`src/rtl/pc_source_reg.sv`:
```
// Next-PC source selection and architectural PC/EPC register with branch-conditional
// writes, alignment checking, sticky misalignment flag and a one-cycle update strobe.
module pc_source_reg #(
    parameter int               WIDTH       = 32,
    parameter int               NUM_SRC     = 6,
    localparam int              SEL_W       = $clog2(NUM_SRC),
    parameter logic [WIDTH-1:0] RESET_VEC   = '0,
    parameter bit               ALIGN_CHECK = 1'b1
) (
    input  logic                     clk,
    input  logic                     reset,
    input  logic [NUM_SRC*WIDTH-1:0] src_bus,
    input  logic [SEL_W-1:0]         sel,
    input  logic                     pc_write,
    input  logic                     pc_write_cond,
    input  logic                     cond_true,
    input  logic                     exc_take,
    input  logic                     err_clr,
    output logic [WIDTH-1:0]         next_pc,
    output logic [WIDTH-1:0]         pc,
    output logic [WIDTH-1:0]         epc,
    output logic                     pc_updated,
    output logic                     align_err
);

    logic [WIDTH-1:0] r_pc;
    logic [WIDTH-1:0] r_epc;
    logic             r_pc_updated;
    logic             r_align_err;

    logic [WIDTH-1:0] w_next_pc;
    logic             w_we;
    logic             w_mis;

    // Out-of-range selects fall through to the last source.
    always_comb begin
        // NOTE: default assignment first so no path leaves w_next_pc unassigned (no latch).
        w_next_pc = src_bus[(NUM_SRC-1)*WIDTH +: WIDTH];
        for (int k = 0; k < NUM_SRC - 1; k++) begin
            if (int'(sel) == k) begin
                w_next_pc = src_bus[k*WIDTH +: WIDTH];
            end
        end
    end

    assign w_we  = pc_write | (pc_write_cond & cond_true);
    assign w_mis = ALIGN_CHECK && w_we && (w_next_pc[1:0] != 2'b00);

    // A misaligned write becomes an exception: PC holds, EPC saves it, flag sets.
    always_ff @(posedge clk or negedge reset) begin
        if (!reset) begin
            r_pc         <= RESET_VEC;
            r_epc        <= '0;
            r_pc_updated <= 1'b0;
            r_align_err  <= 1'b0;
        end else begin
            // NOTE: non-blocking so every register samples the pre-edge r_pc.
            r_pc_updated <= 1'b0;
            if (w_mis) begin
                r_epc       <= r_pc;
                r_align_err <= 1'b1;
            end else begin
                if (err_clr) begin
                    r_align_err <= 1'b0;
                end
                if (w_we) begin
                    r_pc         <= w_next_pc;
                    r_pc_updated <= 1'b1;
                end
                if (exc_take) begin
                    r_epc <= r_pc;
                end
            end
        end
    end

    assign next_pc    = w_next_pc;
    assign pc         = r_pc;
    assign epc        = r_epc;
    assign pc_updated = r_pc_updated;
    assign align_err  = r_align_err;

endmodule

```
`config.mk`:
```
export PLATFORM = sky130hd
export DESIGN_NAME = pc_source_reg
export DESIGN_NICKNAME = d
export VERILOG_FILES = /design/src/rtl/pc_source_reg.sv
export SDC_FILE = /design/constraint.sdc
export NUM_CORES = 1
export LEC_CHECK = 0
export BUFFER_PORTS_ARGS = -buffer_cell sky130_fd_sc_hd__buf_2
export CAP_MARGIN = 10
export CORE_AREA = 2 2 116 118
export DETAILED_ROUTE_END_ITERATION = 8
export DIE_AREA = 0 0 118 120
export PLACE_DENSITY = 0.71
export SLEW_MARGIN = 20
export SYNTH_ARGS = -nofsm -noshare
export SYNTH_HDL_FRONTEND = slang
export SYNTH_SLANG_ARGS = --single-unit
export TNS_END_PERCENT = 50
```
`constraint.sdc`:
```
create_clock -name clk -period 2.1 [get_ports clk]
set_input_delay 0.315 -clock clk [delete_from_list [all_inputs] [get_ports clk]]
set_output_delay 0.315 -clock clk [all_outputs]
set_load 0.03 [all_outputs]
```
==> impl_metrics.csv, run 1 <==
group,metric,value,unit
floorplan,core,13000,um^2
final_layout,insertedDiodeCount,0,
timing,rsz0062_at_grt,"true",
timing,setup_viol,0,
pwr,power.density,948,nW/um^2
floorplan,die_area,14200,um^2
drt,drtPass1Iterations,5,
logic_synthesis,ys_seq_elements,66,
placed_design,portBuffers,299,
grt,antenna_found_initial,0,
timing,period_share,98.8,%
grt,grt_pass1_wl,23.0,mm
final_layout,area_growth_syn_to_layout,65.7,%
clock_network,clk_latency,330,ps
placed_design,dp_hpwl,12.2,mm
final_layout,drive_gt1_share,67.2,%
floorplan,die_h,120,um
drt,drt.antenna.violating_nets,0,
timing,whs,-3.09,ps
min_path,min_path_type,"in -> async",
clock_network,cts_buffers,9,
worst_setup_path,cp.required,1780,ps
clock_network,clock-sinks,66,
pwr,p_leak,3.48,nW
worst_setup_path,rrSetupSlack,1280,ps
worst_setup_path,timing.rr.end,"epc[14]$_DFFE_PN0P_",
timing,fin_ws,26.1,ps
pwr,ir_worst_vdd,0.414,mV
logic_synthesis,syn_area,4110,um^2
logic_synthesis,synth.avg_cell_area,11.2,um^2
worst_setup_path,critPathLaunch,"sel[0]",
final_layout,mostFrequentLayoutCells,"buf_2 (281), buf_4 (68), dfrtp_1 (66)",
worst_setup_path,endpoint,"next_pc[28]",
worst_setup_path,crit_path_start_kind,"input port",
drt,routed_via_density,4.92,
clock_network,htree_num_levels,3,
clock_network,clk_pin_slew_worst_paths,50,ps
grt,grt_max_degree,67,
placed_design,gp_congestion,0.913,
timing,period_minus_slack,2070,ps
worst_setup_path,rr_worst_depth,1,
drt,drc,0,
floorplan,start_util,31.6,%
grt,grt.total_usage,20.7,%
timing,max_freq,482,MHz
floorplan,fp-row-count,42,
worst_setup_path,cp-end-kind,"primary output",
timing,tns,0,ps
clock_network,clock_path_buffers,2,
floorplan,io_pins,300,
clock_network,cts_tree,"yes",
run_status,failed_checks,"negative hold slack",
run_status,status,"finished, violations left",
logic_synthesis,synth_cells,367,
timing,worst_slew_pin_slew,401,ps
logic_synthesis,ys_warn_count,0,
drt,vias,4360,
logic_synthesis,synth.distinct_cells,26,
flow_run,maxCapViolations,0,
worst_setup_path,worstSetupPathType,"in -> out",
placed_design,dpl_worst_slack,-270,ps
logic_synthesis,syn_nets,569,
worst_setup_path,arrival,1760,ps
final_layout,final_common_cell,"buf_2",
timing,clock_skew,4.85,ps
clock_network,ctsRootBufferMaster,"clkbuf_16",
timing,maxSlewHeadroom,73.1,%
pwr,finalPower,6.45,mW
timing,finalHoldViolCount,1,
grt,overflow,0,
logic_synthesis,ys_seq_area_share,40.2,%
floorplan,fp.dieW,118,um
drt,wl_per_cell,17.3,um
grt,grt_pass1_vias,4444,
drt,drtIter0Drc,189,
timing,final_max_slew_viol_count,0,
worst_setup_path,worstPathMaxFanout,8,
final_layout,fin_nets,909,
worst_setup_path,timing.rr.start,"pc[14]$_DFFE_PN0P_",
drt,wirelength,15.3,mm
## per-stage QoR
| stage | area [um^2] | instances | hold WS, ps | utilization, % |
|---|---|---|---|---|
| floorplan | 4250 | 367 | 19.4 | - |
| global placement | 6270 | 865 | 354 | 48.3 |
| detailed placement | 6270 | 865 | 359 | 48.3 |
| CTS | 6670 | 883 | 8.37 | 51.4 |
| global route | 6800 | 887 | 14.2 | 52.4 |
| finish | 6800 | 887 | -3.09 | 52.4 |
## synthesized netlist by cell type
library cell	number	area [um^2]
a211oi_1	30	225
a21o_1	1	7.51
a22oi_1	31	233
a22oi_4	1	21.3
and2_1	3	18.8
buf_1	2	7.51
buf_2	8	40.0
buf_6	4	45.0
clkbuf_1	20	75.1
dfrtp_1	66	1650
inv_1	2	7.51
mux2_2	36	405
mux2_4	28	420
mux2i_1	32	320
nand3_2	1	10.0
nand4b_1	1	8.76
nor2_1	30	113
nor2b_1	32	200
nor3b_2	1	12.5
o211ai_1	2	15.0
o21ai_0	2	10.0
o22a_1	1	8.76
o311ai_1	1	8.76
o31ai_1	30	225
or3_1	1	6.26
or3b_1	1	8.76
## registers in the layout, summed over array words and instances (netlist names)
name,count
epc,32
pc,32
align_err,1
pc_updated,1
## critical path, stage by stage
cell,delay (ps)
buf_6,120
buf_12,130
buf_4,140
nor2b_4,140
buf_6,170
buf_6,140
a211oi_1,100
o31ai_2,280
buf_4,220
## layout make-up
| cell class | instances | area (um^2) |
|---|---|---|
| clock buffers | 12 | 256 |
| clock inverters | 3 | 15.0 |
| fillers | 1163 | 6180 |
| inverters | 2 | 7.51 |
| multi-input cells | 265 | 2500 |
| flip-flops and latches | 66 | 1650 |
| well taps | 176 | 220 |
| repair buffers | 363 | 2150 |
## how the worst min path moves through the flow
stage	cells past startpoint	to	slack, ps
after floorplan	0	align_err$_DFFE_PN0P_	20
after global placement	2	epc[10]$_DFFE_PN0P_	350
after detailed placement	2	epc[10]$_DFFE_PN0P_	360
after CTS	2	epc[10]$_DFFE_PN0P_	8
after global routing	2	epc[10]$_DFFE_PN0P_	10
final	2	epc[10]$_DFFE_PN0P_	-3
## power breakdown
group / internal (mW) / switching, mW
registers: 1.72 / 0.314
clock network: 0.849 / 0.498
logic: 1.26 / 1.80
total: 3.84 / 2.61
## logic make-up after synthesis
| group | after synthesis | synth area share [%] |
|---|---|---|
| compound gates | 99 | 18.4 |
| buf+inv | 36 | 4.27 |
| flops | 66 | 40.2 |
| mux | 96 | 27.9 |
| simple gates | 70 | 9.20 |
## metal layers
| metal | vias up | global-route usage [%] | part of all wire [%] |
|---|---|---|---|
| met5 | - | 0 | 0 |
| li1 | 2061 | - | - |
| met1 | 2058 | 25.7 | 42 |
| met3 | 25 | 3.28 | 5.6 |
| met2 | 216 | 36.3 | 50 |
| met4 | 0 | 7.68 | 2.4 |
## timing repair
item                       in CTS  in global routing
resized for setup              30                 18
setup buffers                   3                  3
pin swaps                      10                  5
gates cloned                    0                  1
setup endpoints to repair      28                 30
hold buffers                    0                  0
(Power assumes the default switching activity.)
==> inputs of run 2 (changes only) <==
- CORE_AREA: 2 2 116 118 -> 2 2 118 120
- DIE_AREA: 0 0 118 120 -> 0 0 120 122
- PLACE_DENSITY: 0.71 -> not set
- clock period: 2.1 -> 2.61 ns (I/O delays scaled with it)
==> run 2 against run 1 <==
The run now ends clean. Count of clock-buffer cells in the layout decreased by 3. Global-route usage rose by 0.45 points. Cell count decreased by 4.1%. Combinational power decreased by 25%. Routed wire length rose by 1.7%. Largest cell class unchanged. Sequential share of layout area rose by 2.3 points. Core utilization shrank 6.5 points. First-iteration DRC count shrank 1.1%. Final area shrank 8.8%. Critical path depth shrank 2. Worst hold slack improved by 80 ps.
==> impl_metrics.csv, run 2 (synthesis gave the netlist of run 1 again) <==
group,metric,value,unit
grt,antenna_found_initial,4,
drt,routed-wl-met3,920,um
run_status,status,"completed",
timing,period_share,92.2,%
drt,routed_via_density,4.91,
final_layout,final_area,6200,um^2
placed_design,gp_congestion,0.866,
pwr,ir_worst_vdd,0.456,mV
clock_network,cts_buffers,9,
drt,drtPass1Iterations,4,
timing,max_freq,416,MHz
timing,maxSlewHeadroom,58.8,%
floorplan,start_util,30.4,%
timing,tns,0,ps
worst_setup_path,rrSetupSlack,1770,ps
timing,worst_slew_pin_slew,618,ps
floorplan,core,13500,um^2
timing,clock_skew,5.10,ps
timing,rsz0062_at_grt,"false",
timing,setup_viol,0,
worst_setup_path,crit_path_start_kind,"input port",
clock_network,ctsRootBufferMaster,"clkbuf_16",
floorplan,fp.dieW,120,um
final_layout,mostFrequentLayoutCells,"buf_2 (299), dfrtp_1 (66), mux2_2 (36)",
grt,grt_pass1_wl,23.8,mm
placed_design,portBuffers,299,
drt,drt.antenna.violating_nets,0,
floorplan,io_pins,300,
clock_network,cts_tree,"yes",
floorplan,fp-row-count,43,
drt,route.met2.wl,7.49,mm
pwr,p_leak,3.17,nW
timing,fin_ws,204,ps
floorplan,die_area,14600,um^2
drt,wl_met1,6.85,mm
clock_network,clock_path_buffers,2,
placed_design,dpl-instance-area,5860,um^2
worst_setup_path,cp-end-kind,"primary output",
timing,final_max_slew_viol_count,0,
grt,grt_max_degree,42,
worst_setup_path,rr_worst_depth,1,
clock_network,cts_hold_buf,0,
worst_setup_path,worstSetupPathType,"in -> out",
worst_setup_path,worstPathMaxFanout,19,
timing,finalHoldViolCount,0,
drt,dr.max_layer_used,"met4",
floorplan,die_h,122,um
worst_setup_path,timing.rr.end,"epc[10]$_DFFE_PN0P_",
clock_network,htree_num_levels,3,
clock_network,clock-sinks,66,
drt,drc,0,
worst_setup_path,cp.required,2220,ps
clock_network,clk_pin_slew_worst_paths,60,ps
placed_design,dp_hpwl,12.5,mm
pwr,power.density,848,nW/um^2
final_layout,drive_gt1_share,60.6,%
clock_network,clk_latency,320,ps
timing,whs,76.5,ps
drt,vias,4181,
grt,overflow,0,
drt,wl_per_cell,18.3,um
clock_network,cts_setup_buffers,0,
timing,period_minus_slack,2410,ps
flow_run,maxCapViolations,0,
grt,grt.total_usage,21.2,%
grt,grt_pass1_vias,4398,
worst_setup_path,arrival,2010,ps
min_path,min_path_type,"in -> async",
worst_setup_path,timing.rr.start,"pc[10]$_DFFE_PN0P_",
drt,drtIter0Drc,187,
final_layout,area_growth_syn_to_layout,51.1,%
final_layout,fin_util,45.9,%
final_layout,fin_nets,864,
final_layout,final_common_cell,"buf_2",
drt,wirelength,15.6,mm
clock_network,cts_resized,0,
placed_design,dpl_worst_slack,36.9,ps
run 2: cell count changes in the layout (fill, tap and decap cells not counted), sizes merged:
cell,delta
buf,-44
diode,+4
clkbuf,-4
inv,+2
bufinv,+2
run 2: layout make-up:
| cell class | count | area, um^2 |
|---|---|---|
| multi-input cells | 265 | 2290 |
| well taps | 180 | 225 |
| inverters | 2 | 7.51 |
| flip-flops and latches | 66 | 1650 |
| diodes | 4 | 10.0 |
| clock buffers | 9 | 225 |
| repair buffers | 318 | 1690 |
| clock inverters | 7 | 100 |
| fillers | 1314 | 7300 |
run 2: power breakdown:
| part | switching (mW) | leakage (nW) | internal, mW |
|---|---|---|---|
| Combinational | 1.43 | 2.23 | 0.884 |
| Clock | 0.478 | 0.160 | 0.845 |
| Sequential | 0.239 | 0.784 | 1.38 |
run 2: critical path: stages:
cell and delay [ps]:
buf_2 250, buf_6 290, mux2i_1 340, nor2_1 80
a211oi_1 270, o31ai_1 160, buf_2 210
run 2: per-stage QoR:
step	cells	total power, mW
global route	851	5.53
CTS	847	5.31
finish	851	5.26
global placement	831	3.92
floorplan	367	3.12
detailed placement	831	3.97
run 2: worst max-delay path by stage:
stage            from                 end  slack (ps)  cells after the start
5_1_grt        sel[0]          next_pc[2]          80                      7
4_1_cts        sel[0]         next_pc[30]         130                      7
2_1_floorplan  sel[0]  pc[15]$_DFFE_PN0P_          80                      7
3_3_place_gp   sel[0]  pc[22]$_DFFE_PN0P_          80                      8
3_5_place_dp   sel[0]  pc[25]$_DFFE_PN0P_          40                      8
6_report       sel[0]         next_pc[30]         200                      7
run 2: routing by layer:
layer	global-route usage, %	up-vias
li1	-	1984
met1	28.0	1994
met2	34.3	180
met3	3.93	23
met4	8.60	0
met5	0	-
==> inputs of run 3 (changes only) <==
- REMOVE_ABC_BUFFERS: not set -> 1
==> run 3 against run 2 <==
Clock power down 20%. Clock skew up 1.8 ps. Count of clock-buffer cells in the layout increased by 2. Via count increased by 0.29%. Global-route usage decreased by 3.1 points. Non-clock buffer count decreased by 4. Die area stayed put. Register-to-register slack better by 40 ps. First-iteration DRC count down 5.9%. Maximum frequency grew 1.1%.
==> impl_metrics.csv, run 3 (synthesis gave the netlist of run 1 again) <==
group,metric,value,unit
clock_network,cts_setup_buffers,0,
clock_network,cts_hold_buf,0,
worst_setup_path,path_cells,"buf_2 > nor2b_1 > and2_1 > buf_12 > a22oi_1 > o31ai_1 > buf_2",
floorplan,io_pins,300,
clock_network,cts_resized,0,
timing,period_share,91.2,%
final_layout,final_area,6110,um^2
flow_run,maxCapViolations,0,
clock_network,ctsRootBufferMaster,"clkbuf_16",
drt,vias,4193,
drt,drtPass1Iterations,4,
final_layout,area_growth_syn_to_layout,48.9,%
floorplan,die_h,122,um
grt,grt_pass1_wl,20.8,mm
worst_setup_path,critPathMostFrequentCell,"buf_2",
clock_network,clk_pin_slew_worst_paths,60,ps
grt,grt_max_degree,67,
placed_design,dpl-instance-area,5850,um^2
drt,wirelength,13.6,mm
timing,max_freq,420,MHz
clock_network,cts_buffers,9,
final_layout,seq_area,1650,um^2
grt,grt.total_usage,18.1,%
placed_design,dp_hpwl,10.4,mm
drt,wl_per_cell,16.1,um
clock_network,clock-sinks,66,
timing,finalHoldViolCount,0,
drt,drtIter0Drc,176,
floorplan,fp-row-count,43,
drt,routed_via_density,4.97,
worst_setup_path,worstPathMaxFanout,30,
final_layout,fin_nets,860,
drt,drc,0,
floorplan,fp.dieW,120,um
timing,worst_slew_pin_slew,815,ps
final_layout,insertedDiodeCount,0,
worst_setup_path,max_stage_delay,360,ps
clock_network,clk_latency,330,ps
pwr,p_leak,3.13,nW
grt,overflow,0,
final_layout,fillCellCount,1316,
timing,rsz0062_at_grt,"false",
timing,setup_viol,0,
grt,grt_pass1_vias,4291,
final_layout,final_cells,843,
clock_network,clock_path_buffers,2,
grt,antenna_found_initial,0,
worst_setup_path,worstSetupPathType,"in -> out",
timing,period_minus_slack,2380,ps
final_layout,mostFrequentLayoutCells,"buf_2 (299), dfrtp_1 (66), mux2_2 (36)",
pwr,power.density,812,nW/um^2
worst_setup_path,arrival,1990,ps
final_layout,fin_util,45.3,%
final_layout,drive_gt1_share,60.0,%
placed_design,gp_congestion,0.812,
timing,clock_skew,6.88,ps
placed_design,portBuffers,299,
drt,drt.antenna.violating_nets,0,
min_path,min_path_type,"in -> async",
worst_setup_path,cp.required,2220,ps
timing,maxSlewHeadroom,45.6,%
timing,final_max_slew_viol_count,0,
worst_setup_path,cp-end-kind,"primary output",
floorplan,core,13500,um^2
worst_setup_path,crit_path_start_kind,"input port",
floorplan,die_area,14600,um^2
floorplan,start_util,30.4,%
pwr,ir_worst_vdd,0.315,mV
final_layout,multi_input_area,2290,um^2
run_status,status,"completed",
placed_design,dp_cells,827,
clock_network,htree_num_levels,3,
final_layout,final_common_cell,"buf_2",
clock_network,cts_tree,"yes",
worst_setup_path,cp_slowest_cell,"nor2b_1",
[run 3: power by group]
part / internal (mW) / switching (mW)
Sequential: 1.38 / 0.218
Combinational: 0.883 / 1.42
Clock: 0.638 / 0.424
Total: 2.91 / 2.06
[run 3: worst paths after layout]
check | from | to | slack, ps | cells past startpoint
worst max register to register | pc[22]$_DFFE_PN0P_ | epc[22]$_DFFE_PN0P_ | 1810 | 1
max in group asynchronous | reset | epc[26]$_DFFE_PN0P_ | 1820 | 2
worst min register to register | epc[24]$_DFFE_PN0P_ | epc[24]$_DFFE_PN0P_ | 500 | 1
worst max-delay path | sel[1] | next_pc[22] | 230 | 7
worst min-delay path | reset | pc[3]$_DFFE_PN0P_ | 230 | 2
min in group clk | err_clr | align_err$_DFFE_PN0P_ | 250 | 2
[run 3: layer usage]
metal | GRT usage (%) | share of wire (%)
met2 | 31.5 | 50
met4 | 8.90 | 2.8
met1 | 21.0 | 40
met5 | 0 | 0
met3 | 3.93 | 7.4
[run 3: cell type report]
cell class                 instances  area share, %
multi-input combinational        265           37.5
timing repair buffer             314           27.3
sequential                        66           27.0
clock buffer                      11           3.81
tap                              180           3.68
clock inverter                     5          0.512
inverter                           2          0.123
[run 3: critical path: cells and delay by family]
family	cells	cell delay (ps)
buf+inv	3	790
simple gates	2	590
compound gates	2	210
[run 3: metrics by stage]
stage / hold slack [ps] / power (mW) / TNS (ps) / setup WS, ps
6_report: 233 / 4.96 / 0 / 230
5_1_grt: 263 / 5.24 / 0 / 176
4_1_cts: 240 / 5.03 / 0 / 244
3_5_place_dp: 491 / 3.94 / 0 / 95.4
3_3_place_gp: 486 / 3.89 / 0 / 180
2_1_floorplan: 95.9 / 3.08 / -145420 / -2070
